`src/rtl/bits_to_bcd_pkg.sv`:
```
// Purpose : shared types, constants and the BCD digit correction helper.
// Latency : n/a (declarations and a pure combinational function only).
// Backpres: n/a.
package bits_to_bcd_pkg;

    typedef enum logic [1:0] {
        IDLE  = 2'd0,
        SHIFT = 2'd1,
        DONE  = 2'd2
    } state_t;

    localparam int BCD_DIGIT_W = 4;

    // Double-dabble correction: a digit of 5 or more would become >= 10 after
    // the next left shift, so pre-add 3 to make it carry into the next digit.
    function automatic logic [BCD_DIGIT_W-1:0] add3_if_ge5(input logic [BCD_DIGIT_W-1:0] digit);
        return (digit >= 4'd5) ? (digit + 4'd3) : digit;
    endfunction

endpackage

```
`src/rtl/bits_to_bcd_if.sv`:
```
// Purpose : start/done handshake and data bundle of the binary-to-BCD converter.
// Latency : n/a (wires only).
// Backpres: start is only honoured while busy is low; nothing is queued.
// Ports   : start/b driven by the requester, busy/done/bcd/d driven by the converter.
interface bits_to_bcd_if #(
    parameter int W      = 4,
    parameter int DIGITS = 2
);
    import bits_to_bcd_pkg::*;

    logic                          start;
    logic [W-1:0]                  b;
    logic                          busy;
    logic                          done;
    logic [BCD_DIGIT_W*DIGITS-1:0] bcd;
    logic [BCD_DIGIT_W-1:0]        d;

    modport master (output start, b, input busy, done, bcd, d);
    modport slave  (input start, b, output busy, done, bcd, d);

endinterface

```
`src/rtl/bcd_digit_adj.sv`:
```
// Purpose : single BCD digit corrector, adds 3 when the digit is 5 or more.
// Latency : combinational, zero cycles.
// Backpres: none.
// Ports   : i_digit - 4-bit scratch digit in, o_digit - corrected digit out.
module bcd_digit_adj
    import bits_to_bcd_pkg::*;
(
    input  logic [BCD_DIGIT_W-1:0] i_digit,
    output logic [BCD_DIGIT_W-1:0] o_digit
);

    assign o_digit = add3_if_ge5(i_digit);

endmodule

```
`src/rtl/bits_to_bcd.sv`:
```
// Purpose : sequential binary-to-BCD converter (shift-and-add-3), one conversion at a time.
// Latency : W+1 cycles from accepted start to the done pulse; one conversion per W+2 cycles.
// Backpres: start is ignored (not queued) while busy; results held until the next conversion ends.
// Ports   : clk, rst_n (async active-low), io - slave side of bits_to_bcd_if.
module bits_to_bcd
    import bits_to_bcd_pkg::*;
#(
    parameter int W      = 4,
    parameter int DIGITS = 2
) (
    input  logic          clk,
    input  logic          rst_n,
    bits_to_bcd_if.slave  io
);

    localparam int SW    = BCD_DIGIT_W * DIGITS;
    localparam int CNT_W = $clog2(W + 1);

    state_t           r_state;
    logic [W-1:0]     r_bin;
    logic [SW-1:0]    r_scratch;
    logic [CNT_W-1:0] r_cnt;
    logic [SW-1:0]    r_bcd;
    logic             r_done;

    logic [SW-1:0]    w_adj;
    logic [SW+W-1:0]  w_shl;

    // Per-digit correction of the scratch register before each shift.
    for (genvar g = 0; g < DIGITS; g++) begin : g_adj
        bcd_digit_adj u_adj (
            .i_digit (r_scratch[g*BCD_DIGIT_W +: BCD_DIGIT_W]),
            .o_digit (w_adj[g*BCD_DIGIT_W +: BCD_DIGIT_W])
        );
    end

    // Shift {corrected scratch, binary} left by one; the bit leaving the
    // scratch MSB is always zero when DIGITS is sized for W, so it is dropped.
    assign w_shl = {w_adj, r_bin} << 1;

    always_ff @(posedge clk or negedge rst_n) begin
        if (!rst_n) begin
            r_state   <= IDLE;
            r_bin     <= '0;
            r_scratch <= '0;
            r_cnt     <= '0;
            r_bcd     <= '0;
            r_done    <= 1'b0;
        end else begin
            case (r_state)
                IDLE: begin
                    r_done <= 1'b0;
                    if (io.start) begin
                        r_bin     <= io.b;
                        r_scratch <= '0;
                        r_cnt     <= CNT_W'(W);
                        r_state   <= SHIFT;
                    end
                end
                SHIFT: begin
                    r_scratch <= w_shl[SW+W-1:W];
                    r_bin     <= w_shl[W-1:0];
                    r_cnt     <= r_cnt - CNT_W'(1);
                    if (r_cnt == CNT_W'(1)) begin
                        r_state <= DONE;
                    end
                end
                DONE: begin
                    // Only completed results ever reach the output register.
                    r_bcd   <= r_scratch;
                    r_done  <= 1'b1;
                    r_state <= IDLE;
                end
                default: r_state <= IDLE;
            endcase
        end
    end

    assign io.busy = (r_state != IDLE);
    assign io.done = r_done;
    assign io.bcd  = r_bcd;
    assign io.d    = r_bcd[BCD_DIGIT_W-1:0];

endmodule

```
`src/flat_wrapper.sv`:
```
// flat-port wrapper written by rule: the top's interface ports become plain ports
module bits_to_bcd_flat import bits_to_bcd_pkg::*;
#(
    parameter int W      = 4,
    parameter int DIGITS = 2
)
  (clk, rst_n, io_start, io_b, io_busy, io_done, io_bcd, io_d);
  bits_to_bcd_if #(.W(W), .DIGITS(DIGITS)) io_i ();
  input  logic clk;
  input  logic rst_n;
  input wire logic [$bits(io_i.start)-1:0] io_start;
  input wire logic [$bits(io_i.b)-1:0] io_b;
  output wire logic [$bits(io_i.busy)-1:0] io_busy;
  output wire logic [$bits(io_i.done)-1:0] io_done;
  output wire logic [$bits(io_i.bcd)-1:0] io_bcd;
  output wire logic [$bits(io_i.d)-1:0] io_d;
  assign io_i.start = io_start;
  assign io_i.b = io_b;
  assign io_busy = io_i.busy;
  assign io_done = io_i.done;
  assign io_bcd = io_i.bcd;
  assign io_d = io_i.d;
  bits_to_bcd #(.W(W), .DIGITS(DIGITS)) u_core (.clk(clk), .rst_n(rst_n), .io(io_i));
endmodule
```
`config.mk`:
```
export PLATFORM = sky130hd
export DESIGN_NAME = bits_to_bcd_flat
export DESIGN_NICKNAME = d
export VERILOG_FILES = /design/src/rtl/bits_to_bcd_pkg.sv /design/src/rtl/bits_to_bcd_if.sv /design/src/rtl/bcd_digit_adj.sv /design/src/rtl/bits_to_bcd.sv /design/src/flat_wrapper.sv
export SDC_FILE = /design/constraint.sdc
export NUM_CORES = 1
export LEC_CHECK = 0
export CAP_MARGIN = 10
export CORE_UTILIZATION = 53
export DETAILED_ROUTE_END_ITERATION = 12
export HOLD_SLACK_MARGIN = 0.05
export PLACE_DENSITY = 0.87
export SETUP_SLACK_MARGIN = 0.2
export SYNTH_ARGS = -nofsm -noshare
export SYNTH_HDL_FRONTEND = slang
export SYNTH_SLANG_ARGS = --single-unit
```
`constraint.sdc`:
```
create_clock -name clk -period 4 [get_ports clk]
set_input_delay 0.4 -clock clk [delete_from_list [all_inputs] [get_ports clk]]
set_output_delay 0.4 -clock clk [all_outputs]
set_load 0.05 [all_outputs]
```
### Word-level counts from Yosys, hierarchy flattened

Index checks and enable logic that the tools add are counted.

* add/sub/neg operators: 3
* order comparisons: 2
* equal/unequal tests: 5
* muxes and demuxes: 12
* reduce and logical (&&, ||, !) cells: 6

Operators with widths (number)
* one-hot mux 8 bit (2 select lines): 1
* >= comparator 4 x 3 -> 1 bit, second input constant: 2
* two-way mux 4 bit: 2
* two-way mux 8 bit: 1
* one-hot mux 4 bit (2 select lines): 1
* two-way mux 3 bit: 2
* one-hot mux 3 bit (2 select lines): 1
* nonzero test 2 bit: 3
* adder 4 x 2 -> 4 bit, second input constant: 1
* two-way mux 2 bit: 2
* one-hot mux 2 bit (2 select lines): 1
* AND reduction 2 bit: 2
* adder 3 x 2 -> 3 bit, second input constant: 1
* == test 3 x 1 -> 1 bit, second input constant: 1
* subtractor 3 x 1 -> 3 bit, second input constant: 1
* == test 2 x 1 -> 1 bit, second input constant: 1
* == test 2 bit, second input constant: 1
* logical NOT 2 bit: 1
* inequality test 2 x 1 -> 1 bit, second input constant: 1
* inequality test 2 bit, second input constant: 1
* one-hot mux 1 bit (2 select lines): 1

* register bits after elaboration: 26
* input port bits: 7
* output and inout bits: 14
* word-level logic and storage cells: 34

### Logic depth before layout (Yosys ltp)

* word-level depth: 3
* depth in mapped cells: 5
* depth with buffers taken out: 5

### Hierarchy

A second synthesis with hierarchy kept.

* cell total of the unflattened synthesis: 111
* area, all modules: 1293.7 um^2

By module, submodules not included
* bits_to_bcd: times used 1, cells each 79, area an instance 1091.0 um^2, seq. area each 650.6 um^2
* bcd_digit_adj: times used 2, cells each 16, area an instance 101.3 um^2, seq. area each 0.0 um^2

### Worst setup path before layout

Ideal clock, no wire load.

* path type: reg-to-output
* start: reg u_core.r_state[0]
* end: out io_busy
* data arrival time: 1.030 ns
* setup slack: 2.570 ns
* stages on the path, launching flop included: 3
* cell sequence: dfrtp_1 -> clkbuf_1 -> or2_2

* cells in the longest elaborated chain, start to end: 1

Ends and longest elaborated chain
* start, declared: line bits_to_bcd.sv:19 `state_t r_state;`
* start signal, assigned: line bits_to_bcd.sv:43 `r_state <= IDLE;`
* start signal, assigned: line bits_to_bcd.sv:57 `r_state <= SHIFT;`
* start signal, assigned: line bits_to_bcd.sv:65 `r_state <= DONE;`
* nonzero test 2 bit: line bits_to_bcd.sv:79 `assign io.busy = (r_state != IDLE);`
* end, declared: line flat_wrapper.sv:13 `output wire logic [$bits(io_i.busy)-1:0] io_busy;`

Every way passes these cells.

### Worst setup path in the final report

Ends and elaborated chain as after synthesis.

==> flow_summary.ini <==
[detailed_routing]
wirelength_mm = 2.37
vias = 991
via_per_inst = 5.70
route.detailed.drc = 0
ant_nets = 0
dr.pass1.iters = 4
first_iter_violations = 11
wl_per_cell_um = 13.6

[cells_and_area]
drive_gt1_share_pct = 5.48
final_nets = 160
diodes = 0
instances_no_fill = 174
areaGrowthSynthToFinish_pct = 16.8
n_fill_cell = 197

[die]
die_w_um = 51.6
start_util_pct = 57.8
rows = 17
die-area_mm2 = 0.00266
pin_count = 21
die_y_um = 51.6
fp.coreArea_mm2 = 0.00225

[place]
dpl_worst_slack_ps = 2020
dp_cells = 169
io_buffers = 20
place_hpwl_mm = 1.69
gp_congestion = 0.805

[logic_synthesis]
syn_area_per_cell_um2 = 9.94
synth_area_leaders = dfrtp_1 50%, o21ai_0 6.1%, ha_1 5.8%
synthTopCellsByCount = 26 x dfrtp_1, 20 x nand2_1, 16 x o21ai_0
ys.flop_type = dfrtp_1
postSynthCellCount = 131
netlist_area_mm2 = 0.00130
yosysWarnings = 0
ys_seq_elements = 26
synth_top_cell_area_share_pct = 50.0
syn-num-nets = 144
synth_edf_count = 0
async_reset_ff_share_pct = 100
yosys.area.top_type = dfrtp_1
yosysUniqueCellTypes = 28
ys_seq_area_share_pct = 50.0
synth.most_common_cell = dfrtp_1

[timing]
hold_violations = 0
tightest_slew_ps = 838
setup_violations = 0
rsz0062_at_grt = no
skew_ps = 2.65
finalMaxSlewViolations = 0
layout_min_cycle_time_ps = 2320
max_freq_mhz = 431
fin_tns_setup_ps = 0
period_share_pct = 58.0
timing.final.ws_setup_ps = 1680
slew_headroom_pct = 44.0

[hold_path]
hold_path.class = in2async

[setup_path]
r2r_cells = 3
r2r_end = u_core.r_scratch[6]
arrival_ps = 1920
crit_path_cell_trace = or2_2, clkdlybuf4s50_1
crit_end = io_busy
start_kind = flop
slowest_delay_ps = 700
r2r_start = u_core.r_state[0]
end_kind = primary output
crit_slowest_cell = clkdlybuf4s50_1
rrSetupSlack_ps = 2380
required_ps = 3600
crit_fanout = 14
crit_start = u_core.r_state[0]
critPathKind = reg2out

[cts]
htreeDepth = 1
post-cts-setup-buffers = 0
numCtsBuffers = 3
cts_root_buf = clkbuf_4
cts.clk_slew.worst_paths_ps = 140
ctsResizeCount = 0
ctsHoldBuffers = 0
worstSkewPairLatency_ps = 310
cts_buffer_depth = 2
cts.sinks = 26
cts_tree = yes

[grt]
grt_max_degree = 27
gr-total-overflow = 0
grt_pass1_wl_mm = 3.95
grt_usage_pct = 20.0
grt_pass1_vias = 913
antenna_found_initial = 0

[pwr]
switching_share_pct = 46.8
p_leak_nw = 0.665
ir_drop_mv = 0.562
power.density_mw_per_mm2 = 832
power_frac_clock_pct = 10.3
p_int_mw = 0.674
pwr-share-seq_pct = 36.6
p_switching_mw = 0.593
combPwrFrac_pct = 53.1

[run_status]
status = complete, no violations

[flow_run]
cap_violations = 0
==> worst min-delay path by stage <==
stage | startpoint | to | cells past startpoint | slack (ps)
4_1_cts | u_core.io.bcd[4] | u_core.io.bcd[4] | 2 | 500
5_1_grt | rst_n | u_core.io.bcd[7] | 1 | 490
6_report | rst_n | u_core.r_scratch[5] | 1 | 470
3_3_place_gp | u_core.io.bcd[6] | u_core.io.bcd[6] | 2 | 460
3_5_place_dp | u_core.io.done | u_core.io.done | 2 | 470
2_1_floorplan | rst_n | u_core.io.bcd[0] | 0 | 100
==> cell type report <==
class,instances,area (um2),area share [%]
Tap cell,28,35.0,2.30
Multi-Input combinational cell,84,543,35.7
Clock buffer,4,36.3,2.38
Inverter,11,41.3,2.71
Timing Repair Buffer,21,215,14.1
Sequential cell,26,651,42.8
==> worst max-delay path, delay by kind of cell, from the launching register on <==
kind / cells / cell delay (ps)
and+or+nand+nor: 1 / 360
buffers and inverters: 1 / 700
DFF: 1 / 560
==> sequential cells by signal, summed over array words and instances (netlist names) <==
name,cells
u_core.io.bcd,8
u_core.io.done,1
u_core.r_bin,4
u_core.r_cnt,3
u_core.r_scratch,8
u_core.r_state,2
==> routing by layer <==
layer	up-vias	global-route usage, %	share of wire [%]
li1	478	-	-
met1	485	26.8	47
met2	26	34.6	48
met3	2	2.63	4.0
met4	0	4.50	0.93
met5	-	0	0
==> logic make-up (layout without fill, tap and decap cells) <==
| kind of cell | Yosys count | after routing | share of synthesized area, % |
|---|---|---|---|
| buffers and inverters | 21 | 36 | 8.36 |
| flip-flops | 26 | 26 | 50.0 |
| AND/OR/NAND/NOR | 35 | 35 | 14.1 |
| AO/OA/AOI/OAI | 42 | 42 | 21.1 |
| XOR/XNOR | 1 | 1 | 0.673 |
| adder cells (fa/ha/maj) | 6 | 6 | 5.76 |
==> power groups by stage <==
| stage | logic (mW) | clock network, mW | registers [mW] |
|---|---|---|---|
| 3_5_place_dp | 0.671 | 0 | 0.467 |
| 5_1_grt | 0.732 | 0.144 | 0.478 |
| 4_1_cts | 0.675 | 0.132 | 0.462 |
| 6_report | 0.673 | 0.131 | 0.463 |
| 2_1_floorplan | 0.415 | 0 | 0.554 |
| 3_3_place_gp | 0.647 | 0 | 0.461 |
==> cell usage in the layout (no fill, tap or decap), drive strengths merged, types with 4 or more instances in the layout <==
cell type,n
o2111ai,4
a21oi,4
dfrtp,26
clkdlybuf4s50,20
inv,11
o21ai,16
nor2b,7
ha,6
nand2,20
clkbuf,4
a22oi,4
==> stage by stage <==
stage | hold slack (ps) | area [um2] | power, mW | util, %
after detailed placement | 470 | 1470 | 1.14 | 65.2
after global placement | 462 | 1470 | 1.11 | 65.2
after global routing | 489 | 1520 | 1.35 | 67.5
after CTS | 504 | 1510 | 1.27 | 66.8
after floorplan | 104 | 1300 | 0.969 | -
final | 465 | 1520 | 1.27 | 67.5
(Power assumes the default switching activity.)
